File: src/rtl/axi_raddr_ch.sv
// rtl/axi_raddr_ch.sv - AR channel stage: segment bounds check, address translation, outstanding-read cap
module axi_raddr_ch #(
   parameter int MAX_OUT = 4,
   parameter int AW      = 32
) (
   input  logic          clk,
   input  logic          reset,
   input  logic [3:0]    in_arid,
   input  logic [AW-1:0] in_araddr,
   input  logic [7:0]    in_arlen,
   input  logic [2:0]    in_arsize,
   input  logic [1:0]    in_arburst,
   input  logic          in_arvalid,
   output logic          out_arready,
   input  logic [AW-1:0] in_seg_base,
   input  logic [AW:0]   in_seg_limit,
   output logic [3:0]    out_marid,
   output logic [AW-1:0] out_maraddr,
   output logic [7:0]    out_marlen,
   output logic [2:0]    out_marsize,
   output logic [1:0]    out_marburst,
   output logic          out_marvalid,
   input  logic          in_marready,
   input  logic          in_rdone,
   output logic          out_err_valid,
   output logic [3:0]    out_err_id,
   output logic [1:0]    out_err_code,
   input  logic          in_err_ack,
   output logic [3:0]    out_outstanding
);

   localparam logic [1:0] S_IDLE  = 2'd0;
   localparam logic [1:0] S_CHECK = 2'd1;
   localparam logic [1:0] S_ISSUE = 2'd2;
   localparam logic [1:0] S_ERR   = 2'd3;

   localparam logic [1:0] BURST_INCR = 2'b01;
   localparam logic [3:0] MAX_OUT_C  = 4'(MAX_OUT);

   logic [1:0]    state;
   logic [3:0]    outstanding;

   logic [3:0]    id_q;
   logic [AW-1:0] addr_q;
   logic [7:0]    len_q;
   logic [2:0]    size_q;
   logic [1:0]    burst_q;

   logic [16:0]   bytes;
   logic [AW:0]   end_addr;
   logic [AW-1:0] last_byte;
   logic          page_cross;
   logic [1:0]    chk_code;
   logic [AW-1:0] phys_addr;

   logic          mar_hs;
   logic          rdone_eff;

   assign out_outstanding = outstanding;
   assign out_arready     = !reset && (state == S_IDLE) && (outstanding < MAX_OUT_C);

   assign mar_hs    = out_marvalid && in_marready;
   assign rdone_eff = in_rdone && (outstanding != 4'd0);

   // End address keeps the carry bit so a burst ending exactly at 2^AW still compares correctly.
   always_comb begin
      bytes      = ({9'd0, len_q} + 17'd1) << size_q;
      end_addr   = {1'b0, addr_q} + (AW+1)'(bytes);
      last_byte  = end_addr[AW-1:0] - AW'(1);
      page_cross = |((last_byte ^ addr_q) >> 12);
      phys_addr  = addr_q + in_seg_base;
      chk_code   = 2'd0;
      if (size_q > 3'd5) begin
         chk_code = 2'd3;
      end else if (end_addr > in_seg_limit) begin
         chk_code = 2'd1;
      end else if ((burst_q == BURST_INCR) && page_cross) begin
         chk_code = 2'd2;
      end
   end

   always_ff @(posedge clk) begin
      if (reset) begin
         state         <= S_IDLE;
         outstanding   <= 4'd0;
         id_q          <= 4'd0;
         addr_q        <= '0;
         len_q         <= 8'd0;
         size_q        <= 3'd0;
         burst_q       <= 2'd0;
         out_marid     <= 4'd0;
         out_maraddr   <= '0;
         out_marlen    <= 8'd0;
         out_marsize   <= 3'd0;
         out_marburst  <= 2'd0;
         out_marvalid  <= 1'b0;
         out_err_valid <= 1'b0;
         out_err_id    <= 4'd0;
         out_err_code  <= 2'd0;
      end else begin
         case (state)
            S_IDLE: begin
               if (in_arvalid && out_arready) begin
                  id_q    <= in_arid;
                  addr_q  <= in_araddr;
                  len_q   <= in_arlen;
                  size_q  <= in_arsize;
                  burst_q <= in_arburst;
                  state   <= S_CHECK;
               end
            end
            S_CHECK: begin
               if (chk_code != 2'd0) begin
                  out_err_valid <= 1'b1;
                  out_err_id    <= id_q;
                  out_err_code  <= chk_code;
                  state         <= S_ERR;
               end else begin
                  out_marid    <= id_q;
                  out_maraddr  <= phys_addr;
                  out_marlen   <= len_q;
                  out_marsize  <= size_q;
                  out_marburst <= burst_q;
                  out_marvalid <= 1'b1;
                  state        <= S_ISSUE;
               end
            end
            S_ISSUE: begin
               if (in_marready) begin
                  out_marvalid <= 1'b0;
                  state        <= S_IDLE;
               end
            end
            S_ERR: begin
               if (in_err_ack) begin
                  out_err_valid <= 1'b0;
                  out_err_id    <= 4'd0;
                  out_err_code  <= 2'd0;
                  state         <= S_IDLE;
               end
            end
            default: state <= S_IDLE;
         endcase

         // Issue and completion in the same cycle cancel out.
         if (mar_hs && !rdone_eff) begin
            outstanding <= outstanding + 4'd1;
         end else if (!mar_hs && rdone_eff) begin
            outstanding <= outstanding - 4'd1;
         end
      end
   end

endmodule

File: config.mk
export PLATFORM = sky130hd
export DESIGN_NAME = axi_raddr_ch
export DESIGN_NICKNAME = d
export VERILOG_FILES = /design/src/rtl/axi_raddr_ch.sv
export SDC_FILE = /design/constraint.sdc
export NUM_CORES = 1
export LEC_CHECK = 0
export ABC_AREA = 1
export ABC_CLOCK_PERIOD_IN_PS = 5600
export CORE_UTILIZATION = 48
export CTS_CLUSTER_SIZE = 10
export DETAILED_ROUTE_END_ITERATION = 8
export MAX_ROUTING_LAYER = met4
export PLACE_DENSITY = 0.76
export SYNTH_ARGS = -nofsm -noshare
export SYNTH_HDL_FRONTEND = slang
export SYNTH_SLANG_ARGS = --single-unit
File: constraint.sdc
create_clock -name clk -period 5.6 [get_ports clk]
set_clock_uncertainty 0.2 [all_clocks]
set_input_delay 0.56 -clock clk [delete_from_list [all_inputs] [get_ports clk]]
set_output_delay 0.56 -clock clk [all_outputs]
set_load 0.03 [all_outputs]
==> results of run 1 <==
-- critical path: cells and delay by family, from the launching register on --
kind | cells | cell delay [ns]
AOI/OAI and AO/OA | 2 | 0.24
muxes | 3 | 0.41
xor gates and xnor gates | 2 | 0.39
adders and majority gates | 2 | 0.71
DFF | 1 | 0.40
buffers and inverters | 4 | 0.51
and+or+nand+nor | 18 | 2.45
-- flip-flops by register name (all words and copies together) (netlist names), 4 cells and up --
| signal | count |
|---|---|
| out_maraddr | 32 |
| out_err_id | 4 |
| out_marid | 4 |
| out_outstanding | 4 |
| addr_q | 32 |
| len_q | 8 |
| id_q | 4 |
| out_marlen | 8 |
-- per-stage QoR --
step | TNS, ns | power (uW) | setup WS (ns)
2_1_floorplan | 0 | 2990 | 0.741
4_1_cts | 0 | 4470 | 0.0344
6_report | 0 | 4900 | 0.191
3_5_place_dp | -3.51 | 3790 | -0.172
5_1_grt | -6.56 | 5250 | -0.172
3_3_place_gp | -0.465 | 3750 | -0.0836
-- per-layer routing --
metal / global-route usage [%] / part of all wire (%)
met2: 47.4 / 46
met3: 4.37 / 6.7
met5: - / 0
met4: 8.06 / 2.3
met1: 36.7 / 45
-- logic make-up after synthesis --
family | after synthesis | synth area share, %
AOI/OAI and AO/OA | 263 | 15.8
xor gates and xnor gates | 59 | 5.90
adders and majority gates | 86 | 12.5
buffers and inverters | 205 | 9.41
DFF | 112 | 25.6
muxes | 8 | 0.914
and+or+nand+nor | 578 | 29.8
-- power groups by stage --
stage	clock, uW	sequential [uW]	combinational, uW
6_report	671	1200	3030
5_1_grt	700	1220	3330
4_1_cts	672	1180	2610
3_5_place_dp	0	1200	2590
3_3_place_gp	0	1200	2550
2_1_floorplan	0	1300	1690
-- area by class of cell --
| class | count | share of cell area (%) |
|---|---|---|
| clock buffer | 9 | 1.86 |
| clock inverter | 7 | 0.683 |
| inverter | 157 | 4.92 |
| multi-input combinational | 994 | 50.8 |
| sequential | 112 | 18.6 |
| tap | 229 | 2.37 |
| timing repair buffer | 245 | 20.7 |
-- worst paths after layout --
check	startpoint	endpoint	cells past startpoint
worst min-delay path	out_maraddr[31]	out_maraddr[31]	2
worst min register to register	out_maraddr[31]	out_maraddr[31]	2
worst max register to register	len_q[0]	out_maraddr[1]	31
worst max-delay path	len_q[0]	out_maraddr[1]	31
-- cell usage in the layout, fill, tap and decap left out, drive strengths merged --
cell type	Yosys	final
nand3	78	78
or3	1	1
clkbuf	28	17
o21ai	87	87
clkinvlp	0	1
nand3b	7	7
o21a	3	3
fa	3	3
mux2i	8	8
a211oi	2	2
a21boi	3	3
nor2	82	82
nor3	12	12
ha	83	83
nand2	321	321
nand4	65	65
o22ai	5	5
clkdlybuf4s50	0	180
o31ai	1	1
clkinv	0	2
and2	3	3
xor2	48	48
or2	2	2
o21bai	4	4
a31oi	3	3
o211ai	2	2
xnor2	11	11
dfxtp	112	112
and3	1	1
nor4	6	6
inv	157	161
a21oi	153	153
buf	20	57
-- repair_timing --
action                                  CTS  global route
gates cloned                              0            13
gates resized for setup                   4           130
endpoints found under the setup margin   58            58
pin swaps                                 2            52
buffers inserted                          2            25
==> impl_metrics.tcl, run 1 <==
set metrics [dict create \
    clk_latency_ns 0.37 \
    irDropWorstVdd_mv 0.242 \
    drive_above_1_share_pct 14.3 \
    worstMarginPinSlew_ns 0.936 \
    multi_input_area_sq_um 6140 \
    fin_crit_sh_pct 96.6 \
    worstPathArrival_ns 5.48 \
    setup_viol 0 \
    synth_top_area_share_pct 25.6 \
    cts_tree "yes" \
    dpl_cell_area_sq_um 10800 \
    p_seq_share_pct 24.5 \
    die_w_um 137 \
    timing.final.crit_period_ns 5.41 \
    nNetsFinal 1725 \
    cp-start-kind "flip-flop" \
    seq_area_frac_synth_pct 25.6 \
    cap_violations 0 \
    die_h_um 137 \
    syn2layout_area_growth_pct 38.0 \
    async_reset_ff_share_pct 0 \
    via_count 9538 \
    finalHoldViolCount 0 \
    seqCellArea_sq_um 2250 \
    clock-sinks 112 \
    rows 49 \
    dpl.cell_count 1697 \
    crit_top_cell "nand3_2" \
    drt-total-wl_um 28600 \
    ctsHoldBuffers 0 \
    dr.pass1.iters 7 \
    drc_errors 0 \
    gp_congestion 0.944 \
    utilization_pct 67.5 \
    drtAntennaViolNets 0 \
    relSlewSlack_pct 37.5 \
    p_comb_share_pct 61.8 \
    drv_slew 0 \
    fillers 1602 \
    swShare_pct 48.2 \
    grt_pass1_wl_um 41100 \
    vias_per_cell 5.44 \
    htreeDepth 3 \
    fin_cells 1753 \
    die_area_sq_um 18800 \
    netlist_area_sq_um 8760 \
    insertedDiodeCount 0 \
    grt_max_degree 77 \
    clock_path_buffers 2 \
    io_pins 182 \
    place_hpwl_um 20800 \
    p_sw_uw 2360 \
    worstSetupPathType "flip-flop to flip-flop" \
    worstSetupEndpointType "flip-flop" \
    ys_types 42 \
    crit_path_max_incr_delay_ns 0.40 \
    rsz0062_at_grt "yes" \
    ys_warn_count 0 \
    ys_ff_latch 112 \
    clk_pin_slew_ns 0.09 \
    r2r_slack_ns 0.19 \
    syn_area_per_cell_sq_um 6.68 \
    power.share.clock_pct 13.7 \
    cpMaxStageDelayCell "dfxtp_4" \
    synth_area_leaders "dfxtp_1 (26%), nand2_1 (13%), ha_1 (12%)" \
    max_freq_mhz 185 \
    core_area_sq_um 17900 \
    holdWs_ns 0.262 \
    fin_area_sq_um 12100 \
    synth_edf_count 0 \
    netlist_top_cells_count "nand2_1 (309), a21oi_1 (150), inv_1 (148)" \
    p_leak_uw 0.00543 \
    port_buffers 181 \
    path_max_fanout 7 \
    grt_usage_pct 28.9 \
    numCtsBuffers 9 \
    yosysMostFrequentCell "nand2_1" \
    synth_largest_area_cell "dfxtp_1" \
    synthCells 1311 \
    status "completed" \
    first_global_vias 8411 \
    drt_iter0_markers 628 \
    hold_path.class "flip-flop to flip-flop" \
    powerDensity_nw_per_um2 405 \
    antenna_found_initial 0 \
    required_ns 5.67 \
    synthFlopType "dfxtp_1" \
    grt-ovfl-total 0 \
    power.internal_uw 2540 \
    wl_per_cell_um 16.3 \
    root_buffer "clkbuf_16" \
    start_util_pct 48.9 \
    syn_nets 1517 \
]
No activity file was read; power rests on OpenSTA's default activity.
==> run 2, diff against run 1 <==
CAP_MARGIN = 20   (was default)
==> results of run 2 <==
The final DEF is identical to that of run 1; final timing and power are the same.
==> run 3, diff against run 2 <==
CORE_UTILIZATION = 30   (was 48)
PLACE_DENSITY = default   (was 0.76)
==> run 3 against run 2 <==
Clock-buffer cell count increased by 2. Largest power group unchanged. Highest routed layer unchanged. Worst hold slack about the same. Critical path depth decreased by 1. First-iteration DRC count decreased by 11%. Total power decreased by 4.2%. Register-to-register slack about the same. Die area increased by 59%. Flip-flop and latch count unchanged. Non-clock buffer count decreased by 17.
==> impl_metrics.tcl, run 3 (synthesized netlist as in run 1, its figures left out) <==
set metrics [dict create \
    setup_viol 0 \
    root_buffer "clkbuf_16" \
    reg2reg_to "out_maraddr[30]" \
    top_regs "addr_q x32, out_maraddr x32" \
    p_comb_share_pct 61.0 \
    fillers 3029 \
    holdWs_ns 0.262 \
    die_area_sq_um 29900 \
    max_freq_mhz 185 \
    drt_iter0_markers 557 \
    worstMarginPinSlew_ns 0.892 \
    reg2reg_depth 30 \
    p_seq_share_pct 25.3 \
    port_buffers 181 \
    path_max_fanout 19 \
    layout_commonest_cell "nand2_1" \
    gp_congestion 0.943 \
    worst-path-buf-inv 4 \
    grt_max_degree 76 \
    htreeDepth 3 \
    clock-sinks 112 \
    die_w_um 173 \
    rows 62 \
    syn2layout_area_growth_pct 37.2 \
    swShare_pct 47.9 \
    grt_usage_pct 19.4 \
    r2r_slack_ns 0.19 \
    place_hpwl_um 23200 \
    cpMaxStageDelayCell "ha_2" \
    power.internal_uw 2450 \
    wl_per_cell_um 15.5 \
    grt-ovfl-total 0 \
    drc_errors 0 \
    antenna_found_initial 0 \
    dpl_cell_area_sq_um 11000 \
    dr.pass1.iters 5 \
    power.share.clock_pct 13.6 \
    crit_path_max_incr_delay_ns 0.40 \
    timing.final.crit_period_ns 5.41 \
    worstSetupPathType "flip-flop to flip-flop" \
    worstSetupEndpointType "flip-flop" \
    fin_area_sq_um 12000 \
    cp-start-kind "flip-flop" \
    required_ns 5.65 \
    rsz0062_at_grt "yes" \
    final_cell_mix "nand2_1 (284), clkdlybuf4s50_1 (180), a21oi_1 (143)" \
    fin_crit_sh_pct 96.6 \
    first_global_vias 8624 \
    cap_violations 0 \
    insertedDiodeCount 0 \
    drive_above_1_share_pct 12.8 \
    status "completed" \
    vias_per_cell 4.92 \
    drtAntennaViolNets 0 \
    reg2reg_from "len_q[1]" \
    min_from "out_maraddr[18]" \
    worstPathArrival_ns 5.46 \
    p_sw_uw 2250 \
    powerDensity_nw_per_um2 390 \
    crit_top_cell "nand3_2" \
    drv_slew 0 \
    clk_pin_slew_ns 0.07 \
    nNetsFinal 1708 \
    core_area_sq_um 28700 \
    min_to "out_maraddr[18]" \
    dpl_worst_slack_ns 0.0145 \
    finalHoldViolCount 0 \
    hold_path.class "flip-flop to flip-flop" \
    via_count 9302 \
    clock_path_buffers 2 \
    ctsHoldBuffers 0 \
    relSlewSlack_pct 40.5 \
    critical-path-top-delay-family "simple AND/OR/NAND/NOR gates" \
    layout_setup_ws_ns 0.191 \
    die_h_um 173 \
    start_util_pct 30.5 \
    numCtsBuffers 9 \
    cts_tree "yes" \
    hold-path-cell-count 2 \
    irDropWorstVdd_mv 0.201 \
    io_pins 182 \
    p_leak_uw 0.00530 \
    clk_latency_ns 0.36 \
    grt_pass1_wl_um 44900 \
    drt-total-wl_um 29400 \
    cp.depth 30 \
]
## run 3: changes by cell type in the layout (fill, tap and decap cells not counted), sizes merged
cell,delta
clkbuf,-3
clkinvlp,-1
buf,-12
clkinv,+1
inv,-2
## run 3: worst max path at each step
stage                   from               to  slack, ns
finish              len_q[1]  out_maraddr[30]       0.19
global route        len_q[1]   out_maraddr[1]      -0.15
CTS                 len_q[0]   out_marsize[1]       0.09
detailed placement  len_q[1]    out_marlen[4]       0.01
global placement    len_q[1]  out_marburst[0]       0.09
floorplan           len_q[0]  out_maraddr[10]       0.74
## run 3: worst register-to-register path, delay by kind of cell (launching register included)
kind / cells / cell delay (ns)
AO/OA/AOI/OAI: 1 / 0.19
XOR/XNOR: 2 / 0.45
adder cells (fa/ha/maj): 2 / 0.71
buffers and inverters: 4 / 0.48
flip-flops: 1 / 0.38
multiplexers: 3 / 0.46
AND/OR/NAND/NOR: 18 / 2.44
## run 3: power groups by stage
stage / clock, uW / sequential (uW) / combinational, uW
3_3_place_gp: 0 / 1200 / 2590
5_1_grt: 688 / 1220 / 3180
3_5_place_dp: 0 / 1200 / 2610
6_report: 640 / 1190 / 2860
4_1_cts: 655 / 1180 / 2630
2_1_floorplan: 0 / 1300 / 1690
## run 3: stage by stage
stage	TNS [ns]	util [%]	total power, uW	cells
6_report	0	41.9	4690	1891
3_5_place_dp	0	38.5	3810	1852
2_1_floorplan	0	-	2990	1311
3_3_place_gp	0	38.5	3790	1852
5_1_grt	-5.85	41.9	5080	1891
4_1_cts	0	39.5	4460	1869
## run 3: repair_timing
item                       in CTS  in global routing
resized for setup               0                125
buffers inserted                1                 19
gates cloned                    0                  3
pin swaps                       1                 44
setup endpoints to repair       8                 58
## run 3: per-layer routing
layer / part of all wire (%) / GRT usage, % / vias to the layer above
met5: 0 / - / -
met4: 1.5 / 3.39 / 0
met3: 5.8 / 3.80 / 25
met2: 46 / 30.7 / 249
met1: 47 / 25.7 / 4252
li1: - / - / 4776
## run 3: area by class of cell
cell class | instances | area, sq um | share of cell area, %
multi-input combinational | 994 | 6120 | 50.9
timing repair buffer | 228 | 2290 | 19.1
sequential | 112 | 2250 | 18.7
inverter | 157 | 592 | 4.92
tap | 384 | 480 | 4.00
clock buffer | 11 | 243 | 2.02
clock inverter | 5 | 46.3 | 0.385
